<file path="src/rtl/uart_pkg.sv">
// Shared constants for the UART host register front end: address map, field
// positions, FSM encoding and reset line configuration.
package uart_pkg;

  localparam logic [2:0] ADDR_DATA    = 3'd0;
  localparam logic [2:0] ADDR_STATUS  = 3'd1;
  localparam logic [2:0] ADDR_CONFIG  = 3'd2;
  localparam logic [2:0] ADDR_DIV_LO  = 3'd3;
  localparam logic [2:0] ADDR_DIV_MID = 3'd4;
  localparam logic [2:0] ADDR_DIV_HI  = 3'd5;
  localparam logic [2:0] ADDR_IRQ_EN  = 3'd6;

  localparam int ST_RX_AVAIL     = 0;
  localparam int ST_TX_SPACE     = 1;
  localparam int ST_PARITY_ERR   = 2;
  localparam int ST_OVERFLOW     = 3;
  localparam int ST_TX_DROPPED   = 4;
  localparam int ST_RX_UNDERFLOW = 5;

  localparam int CFG_DATA_BITS   = 0;
  localparam int CFG_HAS_PARITY  = 2;
  localparam int CFG_PARITY_MODE = 3;
  localparam int CFG_EXTRA_STOP  = 5;

  localparam logic [1:0] S_IDLE    = 2'd0;
  localparam logic [1:0] S_TX_WAIT = 2'd1;
  localparam logic [1:0] S_RX_WAIT = 2'd2;
  localparam logic [1:0] S_ACK     = 2'd3;

  typedef struct packed {
    logic       extra_stop;
    logic [1:0] parity_mode;
    logic       has_parity;
    logic [1:0] data_bits;
  } uart_cfg_t;

  localparam uart_cfg_t CFG_RST = '{extra_stop: 1'b0, parity_mode: 2'd0,
                                    has_parity: 1'b0, data_bits: 2'd3};

  function automatic uart_cfg_t byte_to_cfg(input logic [7:0] b);
    uart_cfg_t c;
    c.data_bits   = b[CFG_DATA_BITS +: 2];
    c.has_parity  = b[CFG_HAS_PARITY];
    c.parity_mode = b[CFG_PARITY_MODE +: 2];
    c.extra_stop  = b[CFG_EXTRA_STOP];
    return c;
  endfunction

endpackage

</file>
<file path="src/rtl/uart_host_fsm.sv">
// DATA-register transaction sequencer: turns a host DATA access into a
// req/ack handshake on the UART TX or RX FIFO, then requests a bus ack.
module uart_host_fsm
  import uart_pkg::*;
(
  input  logic       clk,
  input  logic       rst,
  input  logic       strobe_i,
  input  logic       is_data_i,
  input  logic       write_i,
  input  logic [7:0] wr_data_i,
  input  logic       uart_full_i,
  input  logic       uart_empty_i,
  input  logic       write_ack_i,
  input  logic       read_ack_i,
  input  logic [7:0] read_byte_i,
  output logic       idle_o,
  output logic       ack_o,
  output logic       ack_rd_o,
  output logic [7:0] rd_byte_o,
  output logic       rx_capture_o,
  output logic       set_tx_dropped_o,
  output logic       set_rx_underflow_o,
  output logic       write_req_o,
  output logic       read_req_o,
  output logic [7:0] data_in_o
);

  logic [1:0] state_q, state_d;
  logic       wr_req_q, wr_req_d;
  logic       rd_req_q, rd_req_d;
  logic       is_rd_q, is_rd_d;
  logic [7:0] din_q, din_d;
  logic [7:0] rx_byte_q, rx_byte_d;

  always_comb begin
    state_d            = state_q;
    wr_req_d           = wr_req_q;
    rd_req_d           = rd_req_q;
    is_rd_d            = is_rd_q;
    din_d              = din_q;
    rx_byte_d          = rx_byte_q;
    set_tx_dropped_o   = 1'b0;
    set_rx_underflow_o = 1'b0;
    case (state_q)
      S_IDLE: begin
        if (strobe_i && is_data_i) begin
          is_rd_d = !write_i;
          if (write_i) begin
            if (uart_full_i) begin
              set_tx_dropped_o = 1'b1;
              state_d          = S_ACK;
            end else begin
              din_d    = wr_data_i;
              wr_req_d = 1'b1;
              state_d  = S_TX_WAIT;
            end
          end else if (uart_empty_i) begin
            set_rx_underflow_o = 1'b1;
            rx_byte_d          = 8'h00;
            state_d            = S_ACK;
          end else begin
            rd_req_d = 1'b1;
            state_d  = S_RX_WAIT;
          end
        end
      end
      S_TX_WAIT: begin
        if (write_ack_i) begin
          wr_req_d = 1'b0;
          state_d  = S_ACK;
        end
      end
      S_RX_WAIT: begin
        if (read_ack_i) begin
          rx_byte_d = read_byte_i;
          rd_req_d  = 1'b0;
          state_d   = S_ACK;
        end
      end
      default: state_d = S_IDLE;
    endcase
  end

  always_ff @(posedge clk or posedge rst) begin
    if (rst) begin
      state_q   <= S_IDLE;
      wr_req_q  <= 1'b0;
      rd_req_q  <= 1'b0;
      is_rd_q   <= 1'b0;
      din_q     <= 8'h00;
      rx_byte_q <= 8'h00;
    end else begin
      state_q   <= state_d;
      wr_req_q  <= wr_req_d;
      rd_req_q  <= rd_req_d;
      is_rd_q   <= is_rd_d;
      din_q     <= din_d;
      rx_byte_q <= rx_byte_d;
    end
  end

  assign idle_o       = (state_q == S_IDLE);
  assign ack_o        = (state_q == S_ACK);
  assign ack_rd_o     = is_rd_q;
  assign rd_byte_o    = rx_byte_q;
  assign rx_capture_o = (state_q == S_RX_WAIT) && read_ack_i;
  assign write_req_o  = wr_req_q;
  assign read_req_o   = rd_req_q;
  assign data_in_o    = din_q;

endmodule

</file>
<file path="src/rtl/uart_host_regs.sv">
// Byte-wide host register file for one BufferedUart: line config, divisor,
// status/sticky flags, interrupt enable, and the DATA FIFO sequencer.
module uart_host_regs
  import uart_pkg::*;
#(
  parameter int CLOCK_DIVISOR_WIDTH = 24,
  parameter int DIVISOR_RESET       = 104
) (
  input  logic                           clk,
  input  logic                           rst,
  input  logic                           busStrobe,
  input  logic                           busWrite,
  input  logic [2:0]                     busAddr,
  input  logic [7:0]                     busWrData,
  output logic [7:0]                     busRdData,
  output logic                           busAck,
  output logic                           irq,
  output logic [CLOCK_DIVISOR_WIDTH-1:0] clockDivisor,
  output logic [1:0]                     dataBits,
  output logic                           hasParity,
  output logic [1:0]                     parityMode,
  output logic                           extraStopBit,
  input  logic                           uartEmpty,
  output logic                           uartReadReq,
  input  logic                           uartReadAck,
  input  logic [10:0]                    uartDataOut,
  input  logic                           uartFull,
  output logic                           uartWriteReq,
  input  logic                           uartWriteAck,
  output logic [10:0]                    uartDataIn
);

  // Divisor bits above the configured width are never stored, so they read 0.
  localparam logic [23:0] DIV_MASK = 24'((33'd1 << CLOCK_DIVISOR_WIDTH) - 33'd1);
  localparam logic [23:0] DIV_RST  = 24'(DIVISOR_RESET) & DIV_MASK;

  logic       fsm_idle, fsm_ack, fsm_ack_rd, rx_capture, set_txd, set_rxu;
  logic [7:0] fsm_rd_byte, fsm_din;

  uart_cfg_t  cfg_q, cfg_d;
  logic [23:0] div_q, div_d;
  logic [2:0] irq_en_q, irq_en_d;
  logic       txd_q, txd_d, rxu_q, rxu_d, par_q, par_d, ovf_q, ovf_d;
  logic       ack_q, irq_q;
  logic [7:0] rd_q, rd_d, rd_mux, status;
  logic       reg_access, reg_wr;

  uart_host_fsm u_fsm (
    .clk                (clk),
    .rst                (rst),
    .strobe_i           (busStrobe),
    .is_data_i          (busAddr == ADDR_DATA),
    .write_i            (busWrite),
    .wr_data_i          (busWrData),
    .uart_full_i        (uartFull),
    .uart_empty_i       (uartEmpty),
    .write_ack_i        (uartWriteAck),
    .read_ack_i         (uartReadAck),
    .read_byte_i        (uartDataOut[7:0]),
    .idle_o             (fsm_idle),
    .ack_o              (fsm_ack),
    .ack_rd_o           (fsm_ack_rd),
    .rd_byte_o          (fsm_rd_byte),
    .rx_capture_o       (rx_capture),
    .set_tx_dropped_o   (set_txd),
    .set_rx_underflow_o (set_rxu),
    .write_req_o        (uartWriteReq),
    .read_req_o         (uartReadReq),
    .data_in_o          (fsm_din)
  );

  assign reg_access = busStrobe && fsm_idle && (busAddr != ADDR_DATA);
  assign reg_wr     = reg_access && busWrite;
  assign status     = {2'b00, rxu_q, txd_q, ovf_q, par_q, ~uartFull, ~uartEmpty};

  always_comb begin
    rd_mux = 8'h00;
    case (busAddr)
      ADDR_STATUS:  rd_mux = status;
      ADDR_CONFIG:  rd_mux = {2'b00, cfg_q};
      ADDR_DIV_LO:  rd_mux = div_q[7:0];
      ADDR_DIV_MID: rd_mux = div_q[15:8];
      ADDR_DIV_HI:  rd_mux = div_q[23:16];
      ADDR_IRQ_EN:  rd_mux = {5'b00000, irq_en_q};
      default:      rd_mux = 8'h00;
    endcase
  end

  always_comb begin
    cfg_d    = cfg_q;
    div_d    = div_q;
    irq_en_d = irq_en_q;
    par_d    = par_q;
    ovf_d    = ovf_q;
    // Sticky set takes priority over a same-cycle clear.
    txd_d    = set_txd | (txd_q & ~(reg_wr && busAddr == ADDR_STATUS && busWrData[ST_TX_DROPPED]));
    rxu_d    = set_rxu | (rxu_q & ~(reg_wr && busAddr == ADDR_STATUS && busWrData[ST_RX_UNDERFLOW]));
    if (reg_wr) begin
      case (busAddr)
        ADDR_CONFIG:  cfg_d = byte_to_cfg(busWrData);
        ADDR_DIV_LO:  div_d[7:0]   = busWrData & DIV_MASK[7:0];
        ADDR_DIV_MID: div_d[15:8]  = busWrData & DIV_MASK[15:8];
        ADDR_DIV_HI:  div_d[23:16] = busWrData & DIV_MASK[23:16];
        ADDR_IRQ_EN:  irq_en_d = busWrData[2:0];
        default: ;
      endcase
    end
    if (rx_capture) begin
      par_d = uartDataOut[8];
      ovf_d = uartDataOut[9];
    end
    rd_d = rd_q;
    if (fsm_ack && fsm_ack_rd) rd_d = fsm_rd_byte;
    else if (reg_access && !busWrite) rd_d = rd_mux;
  end

  always_ff @(posedge clk or posedge rst) begin
    if (rst) begin
      cfg_q    <= CFG_RST;
      div_q    <= DIV_RST;
      irq_en_q <= 3'b000;
      txd_q    <= 1'b0;
      rxu_q    <= 1'b0;
      par_q    <= 1'b0;
      ovf_q    <= 1'b0;
      rd_q     <= 8'h00;
      ack_q    <= 1'b0;
      irq_q    <= 1'b0;
    end else begin
      cfg_q    <= cfg_d;
      div_q    <= div_d;
      irq_en_q <= irq_en_d;
      txd_q    <= txd_d;
      rxu_q    <= rxu_d;
      par_q    <= par_d;
      ovf_q    <= ovf_d;
      rd_q     <= rd_d;
      ack_q    <= fsm_ack | reg_access;
      irq_q    <= |(irq_en_q & {txd_q | rxu_q, ~uartFull, ~uartEmpty});
    end
  end

  assign busAck       = ack_q;
  assign busRdData    = rd_q;
  assign irq          = irq_q;
  assign clockDivisor = div_q[CLOCK_DIVISOR_WIDTH-1:0];
  assign dataBits     = cfg_q.data_bits;
  assign hasParity    = cfg_q.has_parity;
  assign parityMode   = cfg_q.parity_mode;
  assign extraStopBit = cfg_q.extra_stop;
  assign uartDataIn   = {3'b000, fsm_din};

endmodule

</file>
<file path="config.mk">
export PLATFORM = sky130hd
export DESIGN_NAME = uart_host_regs
export DESIGN_NICKNAME = d
export VERILOG_FILES = /design/src/rtl/uart_pkg.sv /design/src/rtl/uart_host_fsm.sv /design/src/rtl/uart_host_regs.sv
export SDC_FILE = /design/constraint.sdc
export NUM_CORES = 1
export LEC_CHECK = 0
export BUFFER_PORTS_ARGS = -buffer_cell sky130_fd_sc_hd__buf_2
export CAP_MARGIN = 10
export CORE_MARGIN = 8
export CORE_UTILIZATION = 48
export DETAILED_ROUTE_END_ITERATION = 6
export PLACE_DENSITY = 0.76
export SETUP_SLACK_MARGIN = 0.5
export SLEW_MARGIN = 20
export SYNTH_ARGS = -nofsm -noshare
export SYNTH_HDL_FRONTEND = slang
export SYNTH_SLANG_ARGS = --single-unit
</file>
<file path="constraint.sdc">
create_clock -name clk -period 2 [get_ports clk]
set_input_delay 0.2 -clock clk [delete_from_list [all_inputs] [get_ports clk]]
set_output_delay 0.2 -clock clk [all_outputs]
set_load 0.05 [all_outputs]
</file>
### Word-level counts from Yosys, hierarchy flattened

Cells that the tools add are included.

* input bits: 30
* bits in registers: 68
* output and inout bits: 53
* word-level logic and storage cells: 111

* mux-type cells: 33
* eq/ne operators: 17
* bitwise operators: 11
* reduce and logical (&&, ||, !) cells: 29

Operator list (number)
* two-way mux 8 bit: 6
* one-hot mux 8 bit (6 select lines): 1
* two-way mux 1 bit: 17
* one-hot mux 8 bit (2 select lines): 1
* AND reduction 5 bit: 3
* != test 2 bit, second input constant: 7
* AND reduction 2 bit: 6
* logical AND 1 bit: 10
* two-way mux 2 bit: 5
* equality test 3 bit, second input constant: 3
* equality test 3 x 2 -> 1 bit, second input constant: 2
* one-hot mux 2 bit (3 select lines): 1
* nonzero test 2 bit: 3
* equality test 2 bit, second input constant: 2
* NOT 1 bit: 4
* OR 1 bit: 4
* one-hot mux 1 bit (2 select lines): 2
* AND reduction 4 bit: 1
* bitwise AND 3 bit: 1
* equality test 3 x 1 -> 1 bit, second input constant: 1
* logical NOT 3 bit: 1
* AND reduction 3 bit: 1
* nonzero test 3 bit: 1
* OR reduction 3 bit: 1
* other kinds (5): 6

### Logic depth before layout (Yosys ltp)

* depth in word-level cells: 9
* mapped depth: 7
* gate-level depth less buffers: 6

### By module

A second synthesis with hierarchy kept.

* cell total of the unflattened synthesis: 280
* area total of the unflattened synthesis: 3364.5 um^2

By module, submodules not included
* uart_host_regs: cells an instance 183, area an instance 2252.2 um^2, times used 1, seq. area each 1182.4 um^2
* uart_host_fsm: cells an instance 97, area an instance 1112.3 um^2, times used 1, seq. area each 525.5 um^2

### Worst setup path after synthesis

No wires, ideal clock.

* path kind: register to register
* start: reg u_fsm.state_q[0]
* end: reg rd_q[3], in the netlist busRdData[3]
* path buffers: 1
* cell stages (with the launch flop): 8
* slack: 112 ps
* library setup time: 67 ps
* data required time: 1933 ps
* data arrival time: 1822 ps
* period minus slack after synthesis: 1888 ps
* cell sequence: dfrtp_1 > inv_1 > ha_1 > nand2_1 > or4_1 > buf_2 > a211oi_1 > a221o_1

* cells in the longest elaborated chain, start to end: 5
* elaborated cells on any way between the ends: 8
* classes of those cells: eq/ne (1); mux (1); reduce/logical (6)

RTL lines
* start: declaration: RTL line uart_host_fsm.sv:29 `logic [1:0] state_q, state_d;`
* start signal: assignment: RTL line uart_host_fsm.sv:94 `state_q <= state_d;`
* logical NOT 2 bit: RTL line uart_host_fsm.sv:103 `assign idle_o = (state_q == S_IDLE);`
* logical AND 1 bit (2 in series): RTL line uart_host_regs.sv:72 `assign reg_access = busStrobe && fsm_idle && (busAddr != ADDR_DATA);`
* logical AND 1 bit: RTL line uart_host_regs.sv:114 `else if (reg_access && !busWrite) rd_d = rd_mux;`
* nonzero test 2 bit (no source line)
* end signal: assignment: RTL line uart_host_regs.sv:137 `rd_q <= rd_d;`
* end: declaration: RTL line uart_host_regs.sv:45 `logic [7:0] rd_q, rd_d, rd_mux, status;`

Several ways; a longest one is shown, not always the timed one.
A chain may end at the register's enable or synchronous reset.

### Worst setup path after layout

* start: reg u_fsm.state_q[0]
* end: reg rd_q[5], in the netlist busRdData[5]

Same word-level chain as after synthesis.

==> flow_metrics.tcl <==
set metrics [dict create \
    dp_cells 441 \
    crit_path_start "u_fsm.state_q[0]$_DFFE_PP0P_" \
    endpoint "busRdData[5]$_DFFE_PP0P_" \
    reg2reg_from "u_fsm.state_q[0]$_DFFE_PP0P_" \
    clockRootBuffer "clkbuf_8" \
    grt_pass1_vias 2926 \
    synthTopCellsByArea "dfrtp_1 (47%), mux2_2 (15%), dfstp_2 (4.0%), o21ai_0 (2.9%), nand2_1 (2.4%)" \
    syn2layout_area_growth_pct 37.3 \
    dp_slack_ns 0.153 \
    rows 30 \
    synth_top_area_share_pct 47.4 \
    syn_avg_cell_area_sq_um 11.6 \
    io_pins 83 \
    die_area_sq_um 9840 \
    cts_sinks 68 \
    register_area_sq_um 1710 \
    die_h_um 99.2 \
    start_kind "flip-flop" \
    initial_core_util_pct 49.2 \
    timing.fmax_mhz 565 \
    synth_cell_types 50 \
    yosys_warnings 0 \
    worst_slack_ns 0.230 \
    finalClockSkew_ns 0.0122 \
    drtIter0Drc 123 \
    clk_path_buf_depth 2 \
    drc 0 \
    crit_arrival_ns 2.07 \
    p_per_area_nw_per_um2 1690 \
    hold_violations 0 \
    drive_gt1_share_pct 55.1 \
    reg2reg_to "busRdData[5]$_DFFE_PP0P_" \
    antenna_found_initial 0 \
    yosys_register_bits 68 \
    worstSkewPairLatency_ns 0.36 \
    rr_worst_depth 5 \
    coreArea_sq_um 6760 \
    cts_max_level 3 \
    p_leak_nw 2.20 \
    crit_path_end_kind "flip-flop" \
    maxCapViolations 0 \
    cts.clk_slew.worst_paths_ns 0.08 \
    finalSetupViolations 0 \
    maxSlewViolCount 0 \
    hold_path.class "primary input to flip-flop" \
    firstDrtPassIters 5 \
    async_flop_share_pct 100 \
    via_count 2759 \
    grt.overflow.total 0 \
    final_area_sq_um 4570 \
    place.gp.congestion 0.790 \
    synth_area_sq_um 3320 \
    grt.total_usage_pct 19.0 \
    fin_crit_sh_pct 88.5 \
    io_buffers 78 \
    instances_no_fill 476 \
    cts_tree "yes" \
    rsz0062_at_grt "true" \
    final_antenna_net_count 0 \
    postSynthCellCount 287 \
    routed_wl_um 9270 \
    ys_seq_area_share_pct 51.4 \
    vdd_ir_drop_max_v 0.00123 \
    grt_max_degree 69 \
    yosysTopAreaCell "dfrtp_1" \
    layout.nets 425 \
    viasPerCell 5.80 \
    wl_per_cell_um 19.5 \
    status "finished clean" \
    synth.most_common_cell "dfrtp_1" \
    synth_edf_count 0 \
    r2r_slack_ns 0.23 \
    final_core_util_pct 67.6 \
    multiInputGateArea_sq_um 1800 \
    die_x_um 99.2 \
    synth_commonest_cells "dfrtp_1 (63), mux2_2 (45), nand2_1 (21)" \
    setup_tns_ns 0 \
    fillCellCount 514 \
    crit_fanout 8 \
    ys.flop_type "dfrtp_1" \
    postPlaceCellArea_sq_um 3990 \
    worstSetupPathType "flip-flop to flip-flop" \
    period_minus_slack_ns 1.77 \
    diodes 0 \
    cts_buffers 9 \
    hpwl_um 6370 \
    cp.required_ns 2.30 \
    grt_pass1_wl_um 14900 \
]
timing repair:
item | CTS | global route
pin swaps | 8 | 19
endpoints found under the setup margin | 50 | 65
endpoints found under the hold margin | 63 | 0
setup buffers | 13 | 5
resized for setup | 27 | 39
hold buffers | 1 | 0
flip-flops by register name, summed over array words and instances, names as in the netlist, 2 cells and up:
name	flops
u_fsm.data_in_o	8
clockDivisor	24
parityMode	2
busRdData	8
u_fsm.rd_byte_o	8
dataBits	2
u_fsm.state_q	2
irq_en_q	3
cells by family after synthesis:
| logic type | after synthesis | synth area share (%) |
|---|---|---|
| AOI/OAI and AO/OA | 62 | 13.7 |
| adders and majority gates | 4 | 1.51 |
| buffers and inverters | 28 | 4.14 |
| DFF | 68 | 51.4 |
| muxes | 52 | 17.4 |
| other | 1 | 0.113 |
| and+or+nand+nor | 72 | 11.7 |
worst min-delay path by stage:
| stage | startpoint | end | slack [ns] | cells after the start |
|---|---|---|---|---|
| 3_3_place_gp | rst | u_fsm.data_in_o[0]$_DFFE_PP0P_ | 0.32 | 3 |
| 6_report | uartDataOut[9] | ovf_q$_DFFE_PP0P_ | 0.09 | 2 |
| 2_1_floorplan | busWrData[0] | irq_en_q[0]$_DFFE_PP0P_ | 0.32 | 2 |
| 4_1_cts | uartDataOut[9] | ovf_q$_DFFE_PP0P_ | 0.07 | 2 |
| 3_5_place_dp | rst | u_fsm.data_in_o[1]$_DFFE_PP0P_ | 0.32 | 3 |
| 5_1_grt | uartDataOut[9] | ovf_q$_DFFE_PP0P_ | 0.08 | 2 |
critical path, cell delays in order (launching register included):
cell	delay, ns
dfrtp_1	0.42
ha_2	0.24
a32o_1	0.22
or4_4	0.50
a211oi_2	0.20
a221o_1	0.14
report_power, final:
group / leakage (nW) / internal [W] / switching (W) / total (W)
sequential: 0.868 / 0.00199 / 0.000468 / 0.00245
clock: 0.0927 / 0.000576 / 0.000548 / 0.00112
combinational: 1.24 / 0.00151 / 0.00261 / 0.00412
total: 2.20 / 0.00407 / 0.00362 / 0.00769
metrics by stage:
stage                     hold slack, ns  power, W
after floorplan                    0.317   0.00516
after global placement             0.323   0.00596
after detailed placement           0.324   0.00607
after CTS                         0.0741   0.00747
after global routing              0.0843   0.00806
final                             0.0864   0.00769
metal layers:
metal  routed length, um  GRT usage, %  vias up  share of wire, %
li1                    -             -     1258                 -
met3                 613          5.45       17               6.6
met5                   0             0        -                 0
met1                4060          23.8     1385                44
met4                 165          9.20        0               1.8
met2                4440          29.5       99                48
layout by cell type (no fill, tap or decap), types with 6 or more instances in the layout:
cell,netlist,layout
buf_2,5,78
buf_4,3,18
buf_6,2,8
clkbuf_8,0,9
dfrtp_1,63,63
mux2_2,45,14
mux2_4,0,32
mux2i_1,6,6
nand2_1,21,14
nand3_1,11,10
nand4_1,8,8
nor2_4,0,6
o21ai_0,19,8
o21ai_1,1,9
layout make-up:
cell class              instances  share of cell area (%)
flip-flops and latches         68                    37.4
inverters                       8                   0.740
well taps                      80                    2.19
repair buffers                111                    16.0
multi-input cells             193                    39.5
clock inverters                 6                    1.40
clock buffers                  10                    2.80
No activity file was read; power rests on OpenSTA's default activity.
